File: src/rtl/store_buf_mod_pkg.sv
// Shared store-path definitions: funct3 store codes, dmem address width, byte-strobe
// constants and the store formatter used by the top level.
package store_buf_mod_pkg;

    localparam logic [2:0] FUNC3_SB = 3'b000;
    localparam logic [2:0] FUNC3_SH = 3'b001;
    localparam logic [2:0] FUNC3_SW = 3'b010;

    localparam int DMEM_AW = 11;

    localparam logic [3:0] STRB_NONE    = 4'b0000;
    localparam logic [3:0] STRB_BYTE    = 4'b0001;
    localparam logic [3:0] STRB_HALF_LO = 4'b0011;
    localparam logic [3:0] STRB_HALF_HI = 4'b1100;
    localparam logic [3:0] STRB_WORD    = 4'b1111;

    typedef struct packed {
        logic        legal;
        logic [31:0] data;
        logic [3:0]  strb;
    } st_fmt_t;

    // Replicates the source lanes so memory only needs the strobes to pick the target bytes.
    function automatic st_fmt_t format_store(input logic [2:0]  funct3,
                                             input logic [1:0]  lane,
                                             input logic [31:0] d);
        st_fmt_t f;
        f = '{legal: 1'b0, data: 32'h0, strb: STRB_NONE};
        case (funct3)
            FUNC3_SB: begin
                f.legal = 1'b1;
                f.data  = {4{d[7:0]}};
                f.strb  = STRB_BYTE << lane;
            end
            FUNC3_SH: begin
                f.legal = ~lane[0];
                f.data  = {2{d[15:0]}};
                f.strb  = lane[1] ? STRB_HALF_HI : STRB_HALF_LO;
            end
            FUNC3_SW: begin
                f.legal = (lane == 2'b00);
                f.data  = d;
                f.strb  = STRB_WORD;
            end
            default: ;
        endcase
        return f;
    endfunction

endpackage

File: src/rtl/store_buf_mod_st_fifo.sv
// Store queue: DEPTH entries of {word address, data, strobes} with count/pointers and an
// occupancy vector so the top can compare queued addresses against loads.
module store_buf_mod_st_fifo #(
    parameter int DEPTH = 4,
    parameter int WAW   = 9,
    localparam int PW   = $clog2(DEPTH),
    localparam int CW   = PW + 1
) (
    input  logic             clk,
    input  logic             rst,
    input  logic             push,
    input  logic [WAW-1:0]   push_waddr,
    input  logic [31:0]      push_data,
    input  logic [3:0]       push_strb,
    input  logic             pop,
    output logic [WAW-1:0]   head_waddr,
    output logic [31:0]      head_data,
    output logic [3:0]       head_strb,
    output logic [WAW-1:0]   entry_waddr [DEPTH],
    output logic [DEPTH-1:0] occ,
    output logic [CW-1:0]    count
);

    logic [PW-1:0]  wr_ptr_q, wr_ptr_d;
    logic [PW-1:0]  rd_ptr_q, rd_ptr_d;
    logic [CW-1:0]  count_q, count_d;
    logic [WAW-1:0] waddr_q [DEPTH];
    logic [WAW-1:0] waddr_d [DEPTH];
    logic [31:0]    data_q  [DEPTH];
    logic [31:0]    data_d  [DEPTH];
    logic [3:0]     strb_q  [DEPTH];
    logic [3:0]     strb_d  [DEPTH];

    always_comb begin
        // NOTE: every variable gets its hold value first so no path leaves it unassigned (no latch).
        wr_ptr_d = wr_ptr_q;
        rd_ptr_d = rd_ptr_q;
        count_d  = count_q;
        waddr_d  = waddr_q;
        data_d   = data_q;
        strb_d   = strb_q;
        if (push) begin
            waddr_d[wr_ptr_q] = push_waddr;
            data_d[wr_ptr_q]  = push_data;
            strb_d[wr_ptr_q]  = push_strb;
            wr_ptr_d          = wr_ptr_q + PW'(1);
        end
        if (pop) begin
            rd_ptr_d = rd_ptr_q + PW'(1);
        end
        case ({push, pop})
            2'b10:   count_d = count_q + CW'(1);
            2'b01:   count_d = count_q - CW'(1);
            default: ;
        endcase
    end

    // NOTE: sequential state is updated with non-blocking assignments so all flops see pre-edge values.
    always_ff @(posedge clk) begin
        if (rst) begin
            wr_ptr_q <= '0;
            rd_ptr_q <= '0;
            count_q  <= '0;
        end else begin
            wr_ptr_q <= wr_ptr_d;
            rd_ptr_q <= rd_ptr_d;
            count_q  <= count_d;
        end
    end

    // NOTE: payload storage is deliberately not reset; occupancy qualifies every use of it.
    always_ff @(posedge clk) begin
        waddr_q <= waddr_d;
        data_q  <= data_d;
        strb_q  <= strb_d;
    end

    // An entry is live when its distance from the read pointer is below the count.
    always_comb begin
        occ = '0;
        for (int i = 0; i < DEPTH; i++) begin
            occ[i] = ({1'b0, PW'(i) - rd_ptr_q} < count_q);
        end
    end

    assign head_waddr  = waddr_q[rd_ptr_q];
    assign head_data   = data_q[rd_ptr_q];
    assign head_strb   = strb_q[rd_ptr_q];
    assign entry_waddr = waddr_q;
    assign count       = count_q;

endmodule

File: src/rtl/store_buf_mod.sv
// Store path to data memory: formats SB/SH/SW into lane-aligned data + strobes, queues them,
// drains over valid/ready and flags loads that hit a queued word.
module store_buf_mod
    import store_buf_mod_pkg::*;
#(
    parameter int DEPTH = 4,
    parameter int AW    = DMEM_AW
) (
    input  logic          clk,
    input  logic          rst,
    input  logic          stall,
    input  logic          st_valid,
    input  logic [2:0]    inst_funct3,
    input  logic [31:0]   st_addr,
    input  logic [31:0]   st_data,
    output logic          st_ready,
    output logic          st_err,
    input  logic          ld_valid,
    input  logic [31:0]   ld_addr,
    output logic          ld_hazard,
    output logic          mem_wvalid,
    input  logic          mem_ready,
    output logic [AW-1:0] mem_waddr,
    output logic [31:0]   mem_wdata,
    output logic [3:0]    mem_wstrb
);

    localparam int WAW = AW - 2;
    localparam int CW  = $clog2(DEPTH) + 1;
    localparam logic [CW-1:0] DEPTH_C = CW'(DEPTH);

    st_fmt_t          fmt;
    logic             push, pop;
    logic [CW-1:0]    count;
    logic [WAW-1:0]   head_waddr;
    logic [31:0]      head_data;
    logic [3:0]       head_strb;
    logic [WAW-1:0]   entry_waddr [DEPTH];
    logic [DEPTH-1:0] occ;
    logic             st_err_q, st_err_d;
    logic             unused_addr_bits;

    assign fmt = format_store(inst_funct3, st_addr[1:0], st_data);

    // Readiness looks at count only, so a full queue never accepts even while popping.
    assign st_ready   = (count < DEPTH_C);
    assign push       = st_valid & ~stall & st_ready & fmt.legal;
    assign st_err_d   = st_valid & ~fmt.legal;
    assign mem_wvalid = (count != '0);
    assign pop        = mem_wvalid & mem_ready;

    store_buf_mod_st_fifo #(
        .DEPTH (DEPTH),
        .WAW   (WAW)
    ) u_st_fifo (
        .clk         (clk),
        .rst         (rst),
        .push        (push),
        .push_waddr  (st_addr[AW-1:2]),
        .push_data   (fmt.data),
        .push_strb   (fmt.strb),
        .pop         (pop),
        .head_waddr  (head_waddr),
        .head_data   (head_data),
        .head_strb   (head_strb),
        .entry_waddr (entry_waddr),
        .occ         (occ),
        .count       (count)
    );

    // Payload is forced to zero when nothing is queued so reset and idle outputs are clean.
    assign mem_waddr = mem_wvalid ? {head_waddr, 2'b00} : '0;
    assign mem_wdata = mem_wvalid ? head_data : '0;
    assign mem_wstrb = mem_wvalid ? head_strb : '0;

    always_comb begin
        ld_hazard = 1'b0;
        for (int i = 0; i < DEPTH; i++) begin
            if (occ[i] && (entry_waddr[i] == ld_addr[AW-1:2])) begin
                ld_hazard = 1'b1;
            end
        end
        ld_hazard = ld_hazard & ld_valid;
    end

    always_ff @(posedge clk) begin
        if (rst) begin
            st_err_q <= 1'b0;
        end else begin
            st_err_q <= st_err_d;
        end
    end

    assign st_err = st_err_q;

    // Address bits beyond the dmem window and the load byte offset take no part in the logic.
    assign unused_addr_bits = ^{st_addr[31:AW], ld_addr[31:AW], ld_addr[1:0]};

endmodule

File: config.mk
export PLATFORM = sky130hd
export DESIGN_NAME = store_buf_mod
export DESIGN_NICKNAME = d
export VERILOG_FILES = /design/src/rtl/store_buf_mod_pkg.sv /design/src/rtl/store_buf_mod_st_fifo.sv /design/src/rtl/store_buf_mod.sv
export SDC_FILE = /design/constraint.sdc
export NUM_CORES = 1
export LEC_CHECK = 0
export ABC_AREA = 1
export CORE_UTILIZATION = 38
export CTS_CLUSTER_SIZE = 12
export DETAILED_ROUTE_END_ITERATION = 7
export GPL_ROUTABILITY_DRIVEN = 0
export GPL_TIMING_DRIVEN = 0
export PLACE_DENSITY = 0.65
export SYNTH_ARGS = -nofsm -noshare
export SYNTH_HDL_FRONTEND = slang
export SYNTH_SLANG_ARGS = --single-unit
File: constraint.sdc
create_clock -name clk -period 5.39 [get_ports clk]
set_input_delay 1.078 -clock clk [delete_from_list [all_inputs] [get_ports clk]]
set_output_delay 1.078 -clock clk [all_outputs]
set_load 0.01 [all_outputs]
; Word level (Yosys, flattened, before mapping)
; Cells that the tools add are included.
[totals]
regBits = 188
input_bits = 105
out_inout_bits = 51
wordCells = 89
[classes]
addsub = 8
order_cmp = 8
eq_ne = 8
shifts = 1
mux = 28
n_bitwise = 11
reduce_logical = 9
[op_table]
columns = cell, n
row1 = 128-bit bitwise mux, 1
row2 = 32-bit two-way mux, 4
row3 = 37-bit case mux with 3 select lines, 1
row4 = 32-bit binary-select mux with 2-bit select, 1
row5 = 32-bit demux with 2-bit select, 1
row6 = 36-bit bitwise mux, 1
row7 = 9-bit == test, 4
row8 = 9-bit two-way mux, 3
row9 = 4-bit two-way mux, 5
row10 = 9-bit binary-select mux with 2-bit select, 1
row11 = 9-bit demux with 2-bit select, 1
row12 = 16-bit bitwise mux, 1
row13 = 2-bit by 3-bit < comparator with 1-bit output, 4
row14 = 11-bit two-way mux, 1
row15 = 4-bit binary-select mux with 2-bit select, 1
row16 = 4-bit demux with 2-bit select, 1
row17 = 1-bit AND, 6
row18 = 3-bit greater-or-equal comparator (second input constant), 2
row19 = 2-bit inverter with 3-bit output, 2
row20 = 3-bit case mux with 2 select lines, 1
row21 = 1-bit logical AND, 5
row22 = 2-bit by 1-bit adder with 2-bit output (second input constant), 2
row23 = 1-bit two-way mux, 4
row24 = 1-bit by 2-bit left shift with 4-bit output (first input constant), 1
row25 = other kinds (15), 19

; Longest topological paths before layout
; Gate-level depths: netlist (run 1).
[logic_depth]
ltp_word = 8
ltp_mapped = 13
depth_no_buf = 13

; Modules after synthesis
; From an unflattened synthesis (run 1), not the netlist that was laid out.
[hier_totals]
hier_cells = 792
area_unflattened_um2 = 8515.7
[by_module_without_submodules]
columns = mod, n_inst, cells_each, area_each_um2, seq_area_each_um2
row1 = store_buf_mod_st_fifo, 1, 438, 6935.4, 5545.3
row2 = store_buf_mod, 1, 354, 1580.3, 20.0

; Worst setup path after synthesis (run 1)
; Ideal clock, no wire load.
[synth_path]
path_type = input port to flip-flop
start = input port inst_funct3[0]
end = register u_st_fifo.data_q[0] (netlist name) (enable)
setup_ps = 448
arrival_time_ps = 3589
required_ps = 4942
setup_slack_ps = 1353
stages = 7
path_buffers = 0
cell_sequence = nor2_2 > inv_2 > nor2_8 > nand3_2 > nand3_2 > nand2_2 > nor2_1
[synth_via]
elab_chain_cells = 3
word_cells_on_any_way = 5
classes_between = 2 x eq/ne / 1 x mux / 1 x bitwise / 1 x reduce/logical
[synth_rtl]
columns = element, line
row1 = from (decl), store_buf_mod.sv:13  ; input logic [2:0] inst_funct3,
row2 = "3-bit by 2-bit == test with 1-bit output, or another cell as far along", store_buf_mod_pkg.sv:29  ; case (funct3)
row3 = 37-bit case mux with 3 select lines (*), store_buf_mod_pkg.sv:29
row4 = 1-bit AND (*), store_buf_mod.sv:47  ; assign push = st_valid & ~stall & st_ready & fmt.legal;
row5 = to (signal assigned), store_buf_mod_st_fifo.sv:74  ; data_q <= data_d;
row6 = to (decl), store_buf_mod_st_fifo.sv:29  ; logic [31:0] data_q [DEPTH];
; Every way passes the cells marked *; elsewhere a longest branch is shown, timed or not.
; A chain may end at the register's enable or synchronous reset.

; Worst setup path after layout (run 1)
[layout_path]
start = input port ld_addr[10]
end = output port ld_hazard
[layout_via]
elab_chain_cells = 7
word_cells_on_any_way = 13
classes_between = 4 x eq/ne / 4 x mux / 1 x bitwise / 4 x reduce/logical
[layout_rtl]
columns = element, line
row1 = from (decl), store_buf_mod.sv:19  ; input logic [31:0] ld_addr,
row2 = 9-bit == test, store_buf_mod.sv:79  ; if (occ[i] && (entry_waddr[i] == ld_addr[AW-1:2])) begin
row3 = 1-bit logical AND, store_buf_mod.sv:79
row4 = 1-bit two-way mux (3 in series), store_buf_mod.sv:79
row5 = 1-bit two-way mux (*), store_buf_mod.sv:79
row6 = 1-bit AND (*), store_buf_mod.sv:83  ; ld_hazard = ld_hazard & ld_valid;
row7 = to (decl), store_buf_mod.sv:20  ; output logic ld_hazard,
; Marked as above.

==> impl_results.md, run 1 <==
- HP Class: reg2reg
- CP required: 4.31 ns
- Vias: 6099
- Worst VDD drop: 262.6 uV
- CTS tree: yes
- # rows: 54
- RSZ-0062 raised after global routing: false
- Die area: 22690 um^2
- Antenna violations before repair: 0
- Worst Hold End: u_st_fifo.count[1]$_SDFFE_PP0P_
- Outcome: finished, final reports clean
- H-tree depth: 4
- Seq/Total Area, Yosys: 0.6630
- Clock sink total: 188
- Kind of critical path: in2out
- Relative slew slack: 0.4583
- Detailed Route Iter0 Violations: 436
- First-pass GRT wire length: 32810 um
- Most frequent cells in the layout: edfxtp_1, nand2_1, clkdlybuf4s50_1
- Endpoints failing setup: 0
- CP Capture Type: primary output
- Pre-Repair DR Iteration Count: 4
- CP startpoint kind: input pin
- Maximum clock insertion buffer count: 2
- Hold_ws: 0.4991 ns
- Max-Cap Viols: 0
- DIE HEIGHT: 150.6 um
- Synth Cell Area: about 8400 um^2
- DRC viols: 0
- Hold-fix buffer count after cts: 0
- GR Util All Layers: 0.1992
- WP data arrival: 2.99 ns
- Most common cell after layout, fill and taps aside: edfxtp_1
- Cells after Synth: roughly 740
- Skew final: 0.006907 ns
- Post-CTS setup repair buffer count: 0
- Clock slew at reported path FFs: 0.07 ns
- Core footprint: approximately 22000 um^2
- Port Buffers: 109
- Post_cts resized: 0
- Final setup margin: 1.319 ns
- Synth unique cells: 33
- DP HPWL: ~15000 um
- Die X: 150.6 um
- Final Hold Viols: 0
- Pre-CTS setup slack: 1.357 ns
- Area growth from synthesis to layout: 26.32%
- Total CTS buffers: 17
- Critical path fanouts, max: 5
- Routed len/inst: 18.75 um
- Leakage: between 3 and 4 nW
- Final-report max-slew violation count: 0
- R2r startpoint: u_st_fifo.count[2]$_SDFFE_PP0P_
- Vias in the first global route: 5950
- Pin count of the biggest net entering global routing: 27
- FF-to-FF setup slack: 3.14 ns
- Root buf cell: clkbuf_16
- Hold depth: 2
- Critical R2R Capture: u_st_fifo.data_q[73]$_DFFE_PP_
- Worst Hold Launch: u_st_fifo.count[1]$_SDFFE_PP0P_
- Initial core utilization: 0.3858
- Mean area per synthesized cell: between 10 and 15 um^2
- WL final: 21800 um
- Share of layout cells above drive strength 1: 0.1065
- Fmax: between 200 and 250 MHz
- Worst r2r path cells: 4
- N_diodes: 0
- IO Count: about 160
- Worst Max-Slew Pin Slew: 0.8106 ns
- Vias per cell: 5.244
- Period utilization: 0.7552
- FILL cells: 1972
- PD cells: 331.5 nW/um^2
- Nets@finish: 986
- Grt total ovfl: 0
- Seq cells post-synth: 188
- Final ANT Viol Nets: 0
- Synth warnings: 0
- Final min period: 4.071 ns
- Worst-skew pair later-pin latency: 0.43 ns
==> cell type report <==
class                   count  area, um^2  share of cell area
flip-flops and latches    188        5565              0.5248
multi-input cells         437        2362              0.2228
repair buffers            116        1269              0.1196
clock buffers              17       425.4             0.04012
well taps                 280       350.3             0.03304
inverters                  78       295.3             0.02785
plain buffers              33       205.2             0.01935
clock inverters            14       131.4             0.01239
==> flip-flops by register name, indices dropped and copies added, names as in the netlist <==
name                   flops
u_st_fifo.count            3
u_st_fifo.strb_q          16
u_st_fifo.rd_ptr_q         2
u_st_fifo.entry_waddr     36
u_st_fifo.wr_ptr_q         2
st_err                     1
u_st_fifo.data_q         128
==> worst max-delay path: stages <==
cell	delay, ns
clkdlybuf4s50_1	0.54
inv_1	0.12
nand2_1	0.11
nand2_1	0.06
inv_1	0.05
nand3_1	0.11
nor2_1	0.14
nand2_1	0.07
nand2_1	0.06
nor2_1	0.05
nor2_1	0.08
clkdlybuf4s50_1	0.53
==> cell usage after synthesis, drive strengths merged <==
cell / n / area, um^2
fa: 1 / 20.02
o211ai: 4 / 30.03
a21oi: 16 / 80.08
dfxtp: 8 / 160.2
inv: 78 / 295.3
nand4: 3 / 18.77
buf: 31 / 197.7
nand3: 92 / 470.5
nor3: 2 / 10.01
a22oi: 36 / 270.3
conb: 1 / 3.750
nor2: 52 / 265.3
a31oi: 36 / 225.2
a221oi: 9 / 78.83
edfxtp: 180 / 5405
nand2: 141 / 539.3
o21ai: 21 / 105.1
xnor2: 7 / 61.31
o22ai: 5 / 31.28
ha: 9 / 112.6
clkbuf: 2 / 7.510
or2: 1 / 6.260
==> power breakdown <==
group	internal [W]	total [W]	leakage [nW]	switching, W
registers	0.00162	0.00163	1.71	0.00000635
clock network	0.000643	0.00120	0.265	0.000559
logic	0.000281	0.000688	1.79	0.000407
==> routing by layer <==
metal / global-route usage / up-vias / wire (um)
met2: 0.3237 / 222 / 10210
met4: 0.07050 / 0 / 428
met3: 0.03667 / 26 / 1533
li1: - / 2912 / -
met5: 0 / - / 0
met1: 0.2671 / 2939 / 9631
==> cell families after synthesis <==
logic type	Yosys count	synth area share
compound gates	127	0.09778
other cells	1	0.0004467
buf+inv	111	0.05962
fa+ha+maj	10	0.01580
flops	188	0.6630
xor+xnor	7	0.007304
simple gates	291	0.1561
==> worst max-delay path by stage <==
stage | startpoint | end | slack [ns] | cells past startpoint
3_3_place_gp | inst_funct3[0] | u_st_fifo.data_q[103]$_DFFE_PP_ | -0.82 | 8
2_1_floorplan | inst_funct3[0] | u_st_fifo.data_q[0]$_DFFE_PP_ | 1.35 | 7
6_report | ld_addr[10] | ld_hazard | 1.32 | 12
5_1_grt | u_st_fifo.rd_ptr_q[1]$_SDFFE_PP0P_ | ld_hazard | 1.07 | 14
4_1_cts | u_st_fifo.rd_ptr_q[1]$_SDFFE_PP0P_ | ld_hazard | 1.32 | 14
3_5_place_dp | ld_addr[10] | ld_hazard | 1.36 | 12
==> per-stage QoR <==
| step | power [W] | instances | setup TNS (ns) | instance area, um^2 | util |
|---|---|---|---|---|---|
| 6_report | 0.003515 | 1163 | 0 | 10600 | 0.4874 |
| 5_1_grt | 0.003643 | 1163 | 0 | 10600 | 0.4874 |
| 4_1_cts | 0.003527 | 1163 | 0 | 10600 | 0.4874 |
| 3_5_place_dp | 0.002349 | 1132 | 0 | 10050 | 0.4618 |
| 3_3_place_gp | 0.002340 | 1125 | -140.11 | 9839 | 0.4523 |
| 2_1_floorplan | 0.002018 | 736 | 0 | 8398 | - |
(Power assumes the default switching activity.)
==> run 2, diff against run 1 <==
Settings changed: PLACE_DENSITY 0.65 to 0.68.
Clock period 5.39 ns to 3.5 ns, I/O delays scaled along.
==> run 2 against run 1 <==
Global-route usage fell by 0.27 points; clock skew rose by 0.0041 ns; sequential share of layout area fell by 0.42 points; sequential power rose by 53%; combinational power rose by 56%; die area did not move; core utilization rose by 0.40 points; register-to-register slack got worse by 1.9 ns; total power rose by 55%.
==> impl_results.md, run 2 (synthesis gave the netlist of run 1 again) <==
- Worst-skew pair later-pin latency: 0.43 ns (about the same)
- Pin count of the biggest net entering global routing: 21 (was 27)
- Largest Register: u_st_fifo.data_q (unchanged)
- Final min period: about 3.3 ns
- FILL cells: 1932 (was 1972)
- Crit path max-delay family: buffers and inverters (unchanged)
- CP required: 2.80 ns (was 4.31 ns)
- Die X: 150.6 um (unchanged)
- Cell Chain, Critical Path: buf_8 > buf_12 > buf_1 > nand3_1 > a31oi_1 > clkdlybuf4s50_1 (was clkdlybuf4s50_1 > inv_1 > nand2_1 > nand2_1 > inv_1 > nand3_1 > nor2_1 > nand2_1 > nand2_1 > nor2_1 > nor2_1 > clkdlybuf4s50_1)
- Initial core utilization: 0.3858 (unchanged)
- GR Util All Layers: 0.1965 (was 0.1992)
- Most frequent cells in the layout: edfxtp_1, nand2_1, clkdlybuf4s50_1 (unchanged)
- DIE HEIGHT: 150.6 um (unchanged)
- FF-to-FF setup slack: 1.28 ns (was 3.14 ns)
- PD cells: 510.8 nW/um^2 (was 331.5 nW/um^2)
- Vias in the first global route: 5854 (was 5950)
- Worst VDD drop: 320.3 uV (was 262.6 uV)
- WP data arrival: 2.61 ns (was 2.99 ns)
- Pre-Repair DR Iteration Count: 5 (was 4)
- IO Count: 156 (unchanged)
- Crit path buffers/inverters: 4 (unchanged)
- Die area: 22690 um^2 (unchanged)
- CP Capture Type: primary output (unchanged)
- Grt total ovfl: 0 (unchanged)
- H-tree depth: 4 (unchanged)
- Port Buffers: 109 (unchanged)
- Worst Max-Slew Pin Slew: 0.6241 ns (was 0.8106 ns)
- Total CTS buffers: 17 (unchanged)
- Hold-fix buffer count after cts: 0 (unchanged)
- Most common cell after layout, fill and taps aside: edfxtp_1 (unchanged)
- Total power: 0.005461 W (was 0.003515 W)
- Outcome: finished, final reports clean (unchanged)
- Clock sink total: 188 (unchanged)
- First-pass GRT wire length: 32470 um (was 32810 um)
- Pre-CTS setup slack: 0.2379 ns (was 1.357 ns)
- Core footprint: 21760 um^2 (unchanged)
- Final ANT Viol Nets: 0 (unchanged)
- Detailed Route Iter0 Violations: 544 (was 436)
- N_diodes: 0 (unchanged)
- Nets@finish: 987 (was 986)
- CP max stage cell: clkdlybuf4s50_1 (unchanged)
- Sequential Area: 5565 um^2 (unchanged)
- Final setup margin: 0.1894 ns (was 1.319 ns)
- Period utilization: 0.9459
- WL final: 21690 um (was 21800 um)
- Share of layout cells above drive strength 1: 0.1085 (was 0.1065)
- Relative slew slack: 0.5840 (was 0.4583)
- DRC viols: 0 (unchanged)
- Skew final: 0.01100 ns (was 0.006907 ns)
- Inst Count DP: 1133 (was 1132)
- Final-report max-slew violation count: 0 (unchanged)
- Critical path fanouts, max: 10 (was 5)
- Largest register FFs: 128 (unchanged)
- Antenna violations before repair: 0 (unchanged)
- Routed len/inst: 18.62 um (was 18.75 um)
- DP HPWL: 15340 um (was 15220 um)
- Kind of critical path: reg2out (was in2out)
- # rows: 54 (unchanged)
- CP startpoint kind: register (was input pin)
- Max-Cap Viols: 0 (unchanged)
- Finished Core Util: 0.4914 (was 0.4874)
- Fmax: 302.1 MHz
- CTS tree: yes (unchanged)
- Vias per cell: 5.342 (was 5.244)
- Clock slew at reported path FFs: 0.07 ns (about the same)
- RSZ-0062 raised after global routing: false (unchanged)
- Endpoints failing setup: 0 (unchanged)
- Crit-path max cell delay: 0.61 ns (was 0.54 ns)
- Root buf cell: clkbuf_16 (unchanged)
- Leakage: 3.827 nW (was 3.773 nW)
- Area growth from synthesis to layout: 27.35% (was 26.32%)
- Multi-input logic area: 2365 um^2 (was 2362 um^2)
- Final Hold Viols: 0 (unchanged)
- Vias: 6223 (was 6099)
- HP Class: reg2reg (unchanged)
- Cell Count, Final, Fillers Out: 1165 (was 1163)
- Maximum clock insertion buffer count: 2 (unchanged)
[run 2: path summary, 6_finish.rpt]
path | start | end | cells after the start
worst min register to register | u_st_fifo.wr_ptr_q[1]$_SDFFE_PP0P_ | u_st_fifo.wr_ptr_q[1]$_SDFFE_PP0P_ | 2
worst min-delay path | u_st_fifo.wr_ptr_q[1]$_SDFFE_PP0P_ | u_st_fifo.wr_ptr_q[1]$_SDFFE_PP0P_ | 2
worst max register to register | u_st_fifo.count[2]$_SDFFE_PP0P_ | u_st_fifo.count[2]$_SDFFE_PP0P_ | 11
worst max-delay path | u_st_fifo.rd_ptr_q[1]$_SDFFE_PP0P_ | mem_wdata[19] | 6
[run 2: layout make-up]
cell class / count / area share
timing repair buffer: 118 / 0.1234
inverter: 78 / 0.02762
buffer: 32 / 0.01990
multi-input combinational: 437 / 0.2212
sequential: 188 / 0.5206
clock buffer: 19 / 0.04050
clock inverter: 13 / 0.01404
tap: 280 / 0.03277
[run 2: routing by layer]
| layer | up-vias | global-route usage | part of all wire |
|---|---|---|---|
| met3 | 34 | 0.03515 | 0.083 |
| met4 | 0 | 0.06900 | 0.016 |
| met5 | - | 0 | 0 |
| met1 | 2972 | 0.2562 | 0.42 |
| li1 | 2911 | - | - |
| met2 | 306 | 0.3286 | 0.48 |
[run 2: stage by stage]
step	hold slack (ns)	area, um^2	TNS (ns)
5_1_grt	0.5448	10690	0
3_3_place_gp	0.4801	9839	-414.36
4_1_cts	0.5065	10650	0
2_1_floorplan	0.4585	8398	-28.55
6_report	0.5082	10690	0
3_5_place_dp	0.4967	10070	0
[run 2: tightest hold or removal path: cells and delay by family, from the launching register on]
| kind | cells | cell delay [ns] |
|---|---|---|
| compound gates | 1 | 0.05 |
| flops | 1 | 0.34 |
| simple gates | 1 | 0.07 |
[run 2: timing repair]
item,CTS,global route
endpoints found under the setup margin,1,1
gates resized for setup,0,5
setup buffers,0,1
[run 2: where the power goes]
part	leakage [nW]	switching (W)	internal, W
combinational	1.83	0.000628	0.000442
sequential	1.71	0.0000106	0.00249
clock	0.283	0.000874	0.00101
total	3.83	0.00151	0.00395
